===== src/rtl/iomem_burst_reader_if.sv =====
// SoC iomem valid/ready bus as seen between one initiator and one responder.
// The master modport is the initiator side; the slave modport is the responder side.
interface iomem_burst_reader_if;
  logic        iomem_valid;
  logic        iomem_ready;
  logic [3:0]  iomem_wstrb;
  logic [31:0] iomem_addr;
  logic [31:0] iomem_wdata;
  logic [31:0] iomem_rdata;

  modport master (
    output iomem_valid, iomem_wstrb, iomem_addr, iomem_wdata,
    input  iomem_ready, iomem_rdata
  );

  modport slave (
    input  iomem_valid, iomem_wstrb, iomem_addr, iomem_wdata,
    output iomem_ready, iomem_rdata
  );
endinterface


===== src/rtl/iomem_burst_reader.sv =====
// Read-only burst initiator on the iomem bus: one read per commanded word, with
// the returned data queued in a small FIFO and streamed out on a valid/ready port.
module iomem_burst_reader #(
  parameter int FIFO_DEPTH = 4,
  parameter int TIMEOUT    = 255,
  parameter int ADDR_STEP  = 4
) (
  input  logic                        clk,
  input  logic                        resetn,
  input  logic                        cmd_valid,
  output logic                        cmd_ready,
  input  logic [31:0]                 cmd_addr,
  input  logic [7:0]                  cmd_len,
  input  logic                        cmd_incr,
  input  logic                        abort,
  iomem_burst_reader_if.master        iomem,
  output logic                        out_valid,
  input  logic                        out_ready,
  output logic [31:0]                 out_data,
  output logic                        busy,
  output logic                        done,
  output logic                        timeout_err
);

  localparam int AW = (FIFO_DEPTH > 1) ? $clog2(FIFO_DEPTH) : 1;
  localparam int CW = AW + 1;
  localparam int TW = (TIMEOUT > 1) ? $clog2(TIMEOUT) : 1;

  typedef enum logic [1:0] {IDLE, REQ, WAIT, FINISH} state_e;

  state_e          state_q;
  logic [31:0]     addr_q;
  logic [7:0]      remain_q;
  logic            incr_q;
  logic            abort_q;
  logic            valid_q;
  logic            cmd_ready_q;
  logic            busy_q;
  logic            done_q;
  logic            terr_q;
  logic [TW-1:0]   tmo_q;

  logic [31:0]     mem_q [FIFO_DEPTH];
  logic [AW-1:0]   wptr_q, rptr_q;
  logic [CW-1:0]   count_q, count_d;
  logic            has_space;
  logic            push;
  logic            pop;

  assign has_space = (count_q < CW'(FIFO_DEPTH));
  assign push      = (state_q == REQ) && iomem.iomem_ready;
  assign pop       = (count_q != '0) && out_ready;

  // NOTE: sequential state uses non-blocking assignments only, so every register
  // samples the values from before the edge regardless of statement order.
  always_ff @(posedge clk) begin
    if (!resetn) begin
      state_q     <= IDLE;
      addr_q      <= '0;
      remain_q    <= '0;
      incr_q      <= 1'b0;
      abort_q     <= 1'b0;
      valid_q     <= 1'b0;
      cmd_ready_q <= 1'b0;
      busy_q      <= 1'b0;
      done_q      <= 1'b0;
      terr_q      <= 1'b0;
      tmo_q       <= '0;
    end else begin
      done_q <= 1'b0;
      unique case (state_q)
        IDLE: begin
          cmd_ready_q <= 1'b1;
          if (cmd_valid && cmd_ready_q) begin
            addr_q      <= cmd_addr;
            remain_q    <= cmd_len;
            incr_q      <= cmd_incr;
            terr_q      <= 1'b0;
            cmd_ready_q <= 1'b0;
            busy_q      <= 1'b1;
            tmo_q       <= '0;
            if (cmd_len == 8'd0) begin
              state_q <= FINISH;
              done_q  <= 1'b1;
            end else if (has_space) begin
              state_q <= REQ;
              valid_q <= 1'b1;
            end else begin
              state_q <= WAIT;
            end
          end
        end
        REQ: begin
          // Valid may not drop before ready, so abort is only remembered here.
          if (abort) abort_q <= 1'b1;
          if (iomem.iomem_ready) begin
            remain_q <= remain_q - 8'd1;
            if (incr_q) addr_q <= addr_q + 32'(ADDR_STEP);
            valid_q  <= 1'b0;
            state_q  <= WAIT;
          end else if (TIMEOUT != 0 && tmo_q == TW'(TIMEOUT - 1)) begin
            terr_q  <= 1'b1;
            valid_q <= 1'b0;
            state_q <= FINISH;
            done_q  <= 1'b1;
          end else begin
            tmo_q <= tmo_q + 1'b1;
          end
        end
        WAIT: begin
          if (remain_q == 8'd0 || abort || abort_q) begin
            state_q <= FINISH;
            done_q  <= 1'b1;
          end else if (has_space) begin
            state_q <= REQ;
            valid_q <= 1'b1;
            tmo_q   <= '0;
          end
        end
        FINISH: begin
          state_q     <= IDLE;
          abort_q     <= 1'b0;
          busy_q      <= 1'b0;
          cmd_ready_q <= 1'b1;
        end
      endcase
    end
  end

  // NOTE: every variable assigned in always_comb gets a default first, so no
  // path can leave it holding a stale value and infer a latch.
  always_comb begin
    count_d = count_q;
    if (push && !pop)      count_d = count_q + 1'b1;
    else if (!push && pop) count_d = count_q - 1'b1;
  end

  always_ff @(posedge clk) begin
    if (!resetn) begin
      wptr_q  <= '0;
      rptr_q  <= '0;
      count_q <= '0;
    end else begin
      if (push) wptr_q <= wptr_q + 1'b1;
      if (pop)  rptr_q <= rptr_q + 1'b1;
      count_q <= count_d;
    end
  end

  // NOTE: the storage array has no reset; entries are only read after a push,
  // and the pointers/count alone define what is valid.
  always_ff @(posedge clk) begin
    if (push) mem_q[wptr_q] <= iomem.iomem_rdata;
  end

  assign iomem.iomem_valid = valid_q;
  assign iomem.iomem_addr  = addr_q;
  assign iomem.iomem_wstrb = 4'b0000;
  assign iomem.iomem_wdata = 32'h0;

  assign cmd_ready   = cmd_ready_q;
  assign busy        = busy_q;
  assign done        = done_q;
  assign timeout_err = terr_q;
  assign out_valid   = (count_q != '0);
  assign out_data    = mem_q[rptr_q];

endmodule


===== src/flat_wrapper.sv =====
// flat-port wrapper written by rule: the top's interface ports become plain ports
module iomem_burst_reader_flat 
#(
  parameter int FIFO_DEPTH = 4,
  parameter int TIMEOUT    = 255,
  parameter int ADDR_STEP  = 4
)
  (clk, resetn, cmd_valid, cmd_ready, cmd_addr, cmd_len, cmd_incr, abort, out_valid, out_ready, out_data, busy, done, timeout_err, iomem_iomem_valid, iomem_iomem_wstrb, iomem_iomem_addr, iomem_iomem_wdata, iomem_iomem_ready, iomem_iomem_rdata);
  iomem_burst_reader_if iomem_i ();
  input  logic clk;
  input  logic resetn;
  input  logic cmd_valid;
  output logic cmd_ready;
  input  logic [31:0] cmd_addr;
  input  logic [7:0] cmd_len;
  input  logic cmd_incr;
  input  logic abort;
  output logic out_valid;
  input  logic out_ready;
  output logic [31:0] out_data;
  output logic busy;
  output logic done;
  output logic timeout_err;
  output wire logic [$bits(iomem_i.iomem_valid)-1:0] iomem_iomem_valid;
  output wire logic [$bits(iomem_i.iomem_wstrb)-1:0] iomem_iomem_wstrb;
  output wire logic [$bits(iomem_i.iomem_addr)-1:0] iomem_iomem_addr;
  output wire logic [$bits(iomem_i.iomem_wdata)-1:0] iomem_iomem_wdata;
  input wire logic [$bits(iomem_i.iomem_ready)-1:0] iomem_iomem_ready;
  input wire logic [$bits(iomem_i.iomem_rdata)-1:0] iomem_iomem_rdata;
  assign iomem_iomem_valid = iomem_i.iomem_valid;
  assign iomem_iomem_wstrb = iomem_i.iomem_wstrb;
  assign iomem_iomem_addr = iomem_i.iomem_addr;
  assign iomem_iomem_wdata = iomem_i.iomem_wdata;
  assign iomem_i.iomem_ready = iomem_iomem_ready;
  assign iomem_i.iomem_rdata = iomem_iomem_rdata;
  iomem_burst_reader #(.FIFO_DEPTH(FIFO_DEPTH), .TIMEOUT(TIMEOUT), .ADDR_STEP(ADDR_STEP)) u_core (.clk(clk), .resetn(resetn), .cmd_valid(cmd_valid), .cmd_ready(cmd_ready), .cmd_addr(cmd_addr), .cmd_len(cmd_len), .cmd_incr(cmd_incr), .abort(abort), .iomem(iomem_i), .out_valid(out_valid), .out_ready(out_ready), .out_data(out_data), .busy(busy), .done(done), .timeout_err(timeout_err));
endmodule

===== config.mk =====
export PLATFORM = sky130hd
export DESIGN_NAME = iomem_burst_reader_flat
export DESIGN_NICKNAME = d
export VERILOG_FILES = /design/src/rtl/iomem_burst_reader_if.sv /design/src/rtl/iomem_burst_reader.sv /design/src/flat_wrapper.sv
export SDC_FILE = /design/constraint.sdc
export NUM_CORES = 1
export LEC_CHECK = 0
export ABC_AREA = 1
export BUFFER_PORTS_ARGS = -buffer_cell sky130_fd_sc_hd__buf_2
export CAP_MARGIN = 25
export CORE_MARGIN = 5
export CORE_UTILIZATION = 50
export DETAILED_ROUTE_END_ITERATION = 10
export PLACE_DENSITY = 0.76
export SETUP_SLACK_MARGIN = 0.2
export SLEW_MARGIN = 20
export SYNTH_ARGS = -nofsm -noshare
export SYNTH_HDL_FRONTEND = slang
export SYNTH_SLANG_ARGS = --single-unit

===== constraint.sdc =====
create_clock -name clk -period 2.7 [get_ports clk]
set_input_delay 0.54 -clock clk [delete_from_list [all_inputs] [get_ports clk]]
set_output_delay 0.54 -clock clk [all_outputs]
set_load 0.02 [all_outputs]

==> metrics.yaml <==
run_status:
  status: "finished, final reports clean"
sta:
  hold_ws_ns: 0.321
  finClkSkew_ns: 0.0185
  post-route-min-period_ns: 2.33
  rsz0062_at_grt: "no"
  fmax_mhz: 429
  slew_viol_final: 0
  finalCritPeriodShare_pct: 86.3
  final.setup.worst_slack_ns: 0.369
  max_slew_margin_pct: 40.0
  tns_ns: 0
  hold_viol_final: 0
  setup_viol: 0
  tightest_slew_ns: 0.896
global_route:
  antenna_found_initial: 0
  grt_remaining_overflow: 0
  track_usage_pct: 19.9
  grt_max_degree: 65
  grt_pass1_wl_um: 35200
  grt_pass1_vias: 7128
die:
  io_pins: 185
  core_mm2: 0.0185
  die_w_um: 147
  dieHeight_um: 147
  dieArea_mm2: 0.0215
  num_rows: 50
  start_util_pct: 50.4
logic_synthesis:
  synth_cell_types: 44
  netlist_area_mm2: 0.00933
  syn_inst: 1061
  avgSynthCellArea_um2: 8.79
  synth_edf_count: 128
  ys_ff_latch: 194
  ys_seq_area_share_pct: 55.4
  yosysTopAreaCell: "edfxtp_1"
  ys.flop_type: "edfxtp_1"
  yosys_warnings: 0
  synth_top_area_share_pct: 41.2
  synthArstFlopShare_pct: 0
  synth_area_leaders: "edfxtp_1 41%, dfxtp_1 14%, nand2_1 8.3%"
detailed_routing:
  vias: 7595
  ant_nets: 0
  drt_iter0_drc: 712
  wire_per_inst_um: 15.1
  routed_wl_um: 21800
  drt-pass1-iter-count: 6
  drc_errors: 0
  avgViaCountPerCell: 5.24
finish:
  n_fill_cell: 1623
  drive_gt1_share_pct: 18.4
  antenna_cells: 0
  final_common_cell: "nand2_1"
  syn_to_final_growth_pct: 15.8
  fin_nets: 1297
  final_cell_mix: "207 x nand2_1, 176 x nor2_1, 148 x buf_2"
clock_network:
  clk_pin_slew_ns: 0.08
  cts-htree-levels: 4
  cts-root-buf: "clkbuf_16"
  insertion_delay_ns: 0.43
  cts_buffer_depth: 2
  postCtsSetupRepairBufs: 0
  hold_buffers: 0
  cts_num_sinks: 194
  ctsResizeCount: 0
  cts_tree: "done"
  cts_inserted_buffers: 17
critical_path:
  crit_fanout: 14
  worstSetupStartpointType: "register"
  critPathKind: "reg -> out"
  required_ns: 2.16
  arrival_ns: 1.79
  end_kind: "output port"
power:
  p_leak_nw: 4.19
  powerDensity_mw_per_mm2: 977
  ir_drop_uv: 668
  p_total_mw: 10.5
placed_design:
  port_buffers: 148
  dp_worst_setup_slack_ns: 0.445
  dp_hpwl_um: 14500
  routabilityCongestion: 0.866
flow_run:
  drv_cap: 0
worst_hold_path:
  min_path_type: "in -> reg"
## cell families (layout without fill, tap and decap cells)
logic type	Yosys count	count (layout)	share of synthesized area (%)
AO/OA/AOI/OAI	230	230	13.3
other	1	36	0.0402
XOR/XNOR	4	4	0.376
adder cells (fa/ha/maj)	16	16	2.23
flip-flops	194	194	55.4
AND/OR/NAND/NOR	458	459	20.3
buffers and inverters	158	276	8.41
## worst max-delay path, cell delays in order, from the launching register on
cell and delay (ns):
dfxtp_1 0.52, buf_4 0.28, o21ai_0 0.12, o22ai_1 0.23, buf_2 0.22
## per-stage QoR
step / util [%] / cells / instance area, µm²
2_1_floorplan: - / 1096 / 9460
3_3_place_gp: 55.1 / 1416 / 10200
3_5_place_dp: 55.1 / 1416 / 10200
4_1_cts: 58.2 / 1448 / 10800
5_1_grt: 58.3 / 1449 / 10800
6_report: 58.3 / 1449 / 10800
## path summary, 6_finish.rpt
path                                   start                    endpoint  slack, ns  cells past startpoint
hold reg to reg   u_core.iomem.iomem_addr[1]  u_core.iomem.iomem_addr[1]       0.48                      2
setup / recovery                    register                out_data[29]       0.37                      4
setup reg to reg           u_core.state_q[1]  u_core.iomem.iomem_addr[6]       0.39                      8
hold / removal          iomem_iomem_rdata[6]          u_core.mem_q[1][6]       0.32                      1
## layout make-up
cell class	instances	area (µm²)	share of cell area [%]
Clock buffer	18	429	3.98
Clock inverter	14	154	1.43
Inverter	81	312	2.89
Multi-Input combinational cell	745	3550	32.9
Sequential cell	194	5170	47.9
Tap cell	234	293	2.71
Timing Repair Buffer	163	895	8.29
## routing by layer
metal  wire length, µm  track usage (%)
met2             10600             34.1
met5                 0                0
met1              9560             26.4
met3              1370             3.63
met4               255             4.99
## sequential cells by signal (all words and copies together) (netlist names), 2 cells and up, named ones only
register and count:
u_core.mem_q 128, u_core.rptr_q 2, u_core.iomem.iomem_addr 32, u_core.remain_q 8, u_core.tmo_q 8, u_core.wptr_q 2, u_core.count_q 3, u_core.state_q 2
## synth_stat cells, types with 2 or more instances
master,instances
o21a_1,2
dfxtp_1,66
buf_4,36
o21ai_2,2
buf_6,6
clkbuf_1,28
o21ai_1,13
edfxtp_1,128
nor2_1,180
inv_1,76
or2_2,2
o21ai_0,106
nor2_4,5
nand3b_1,3
a31oi_1,3
xor2_1,4
a21oi_1,64
buf_1,4
nor2_2,5
nor3_1,3
ha_1,15
nand2_1,207
nand4_1,2
buf_2,3
inv_2,2
o22ai_1,33
o31ai_1,3
nand3_1,44
## power by group
part           total [mW]  switching, mW  internal [mW]
clock network        2.48           1.23           1.25
logic                4.05           2.75           1.30
registers            4.02          0.398           3.62
total                10.5           4.38           6.17
Power figures use the tool's default switching activity.
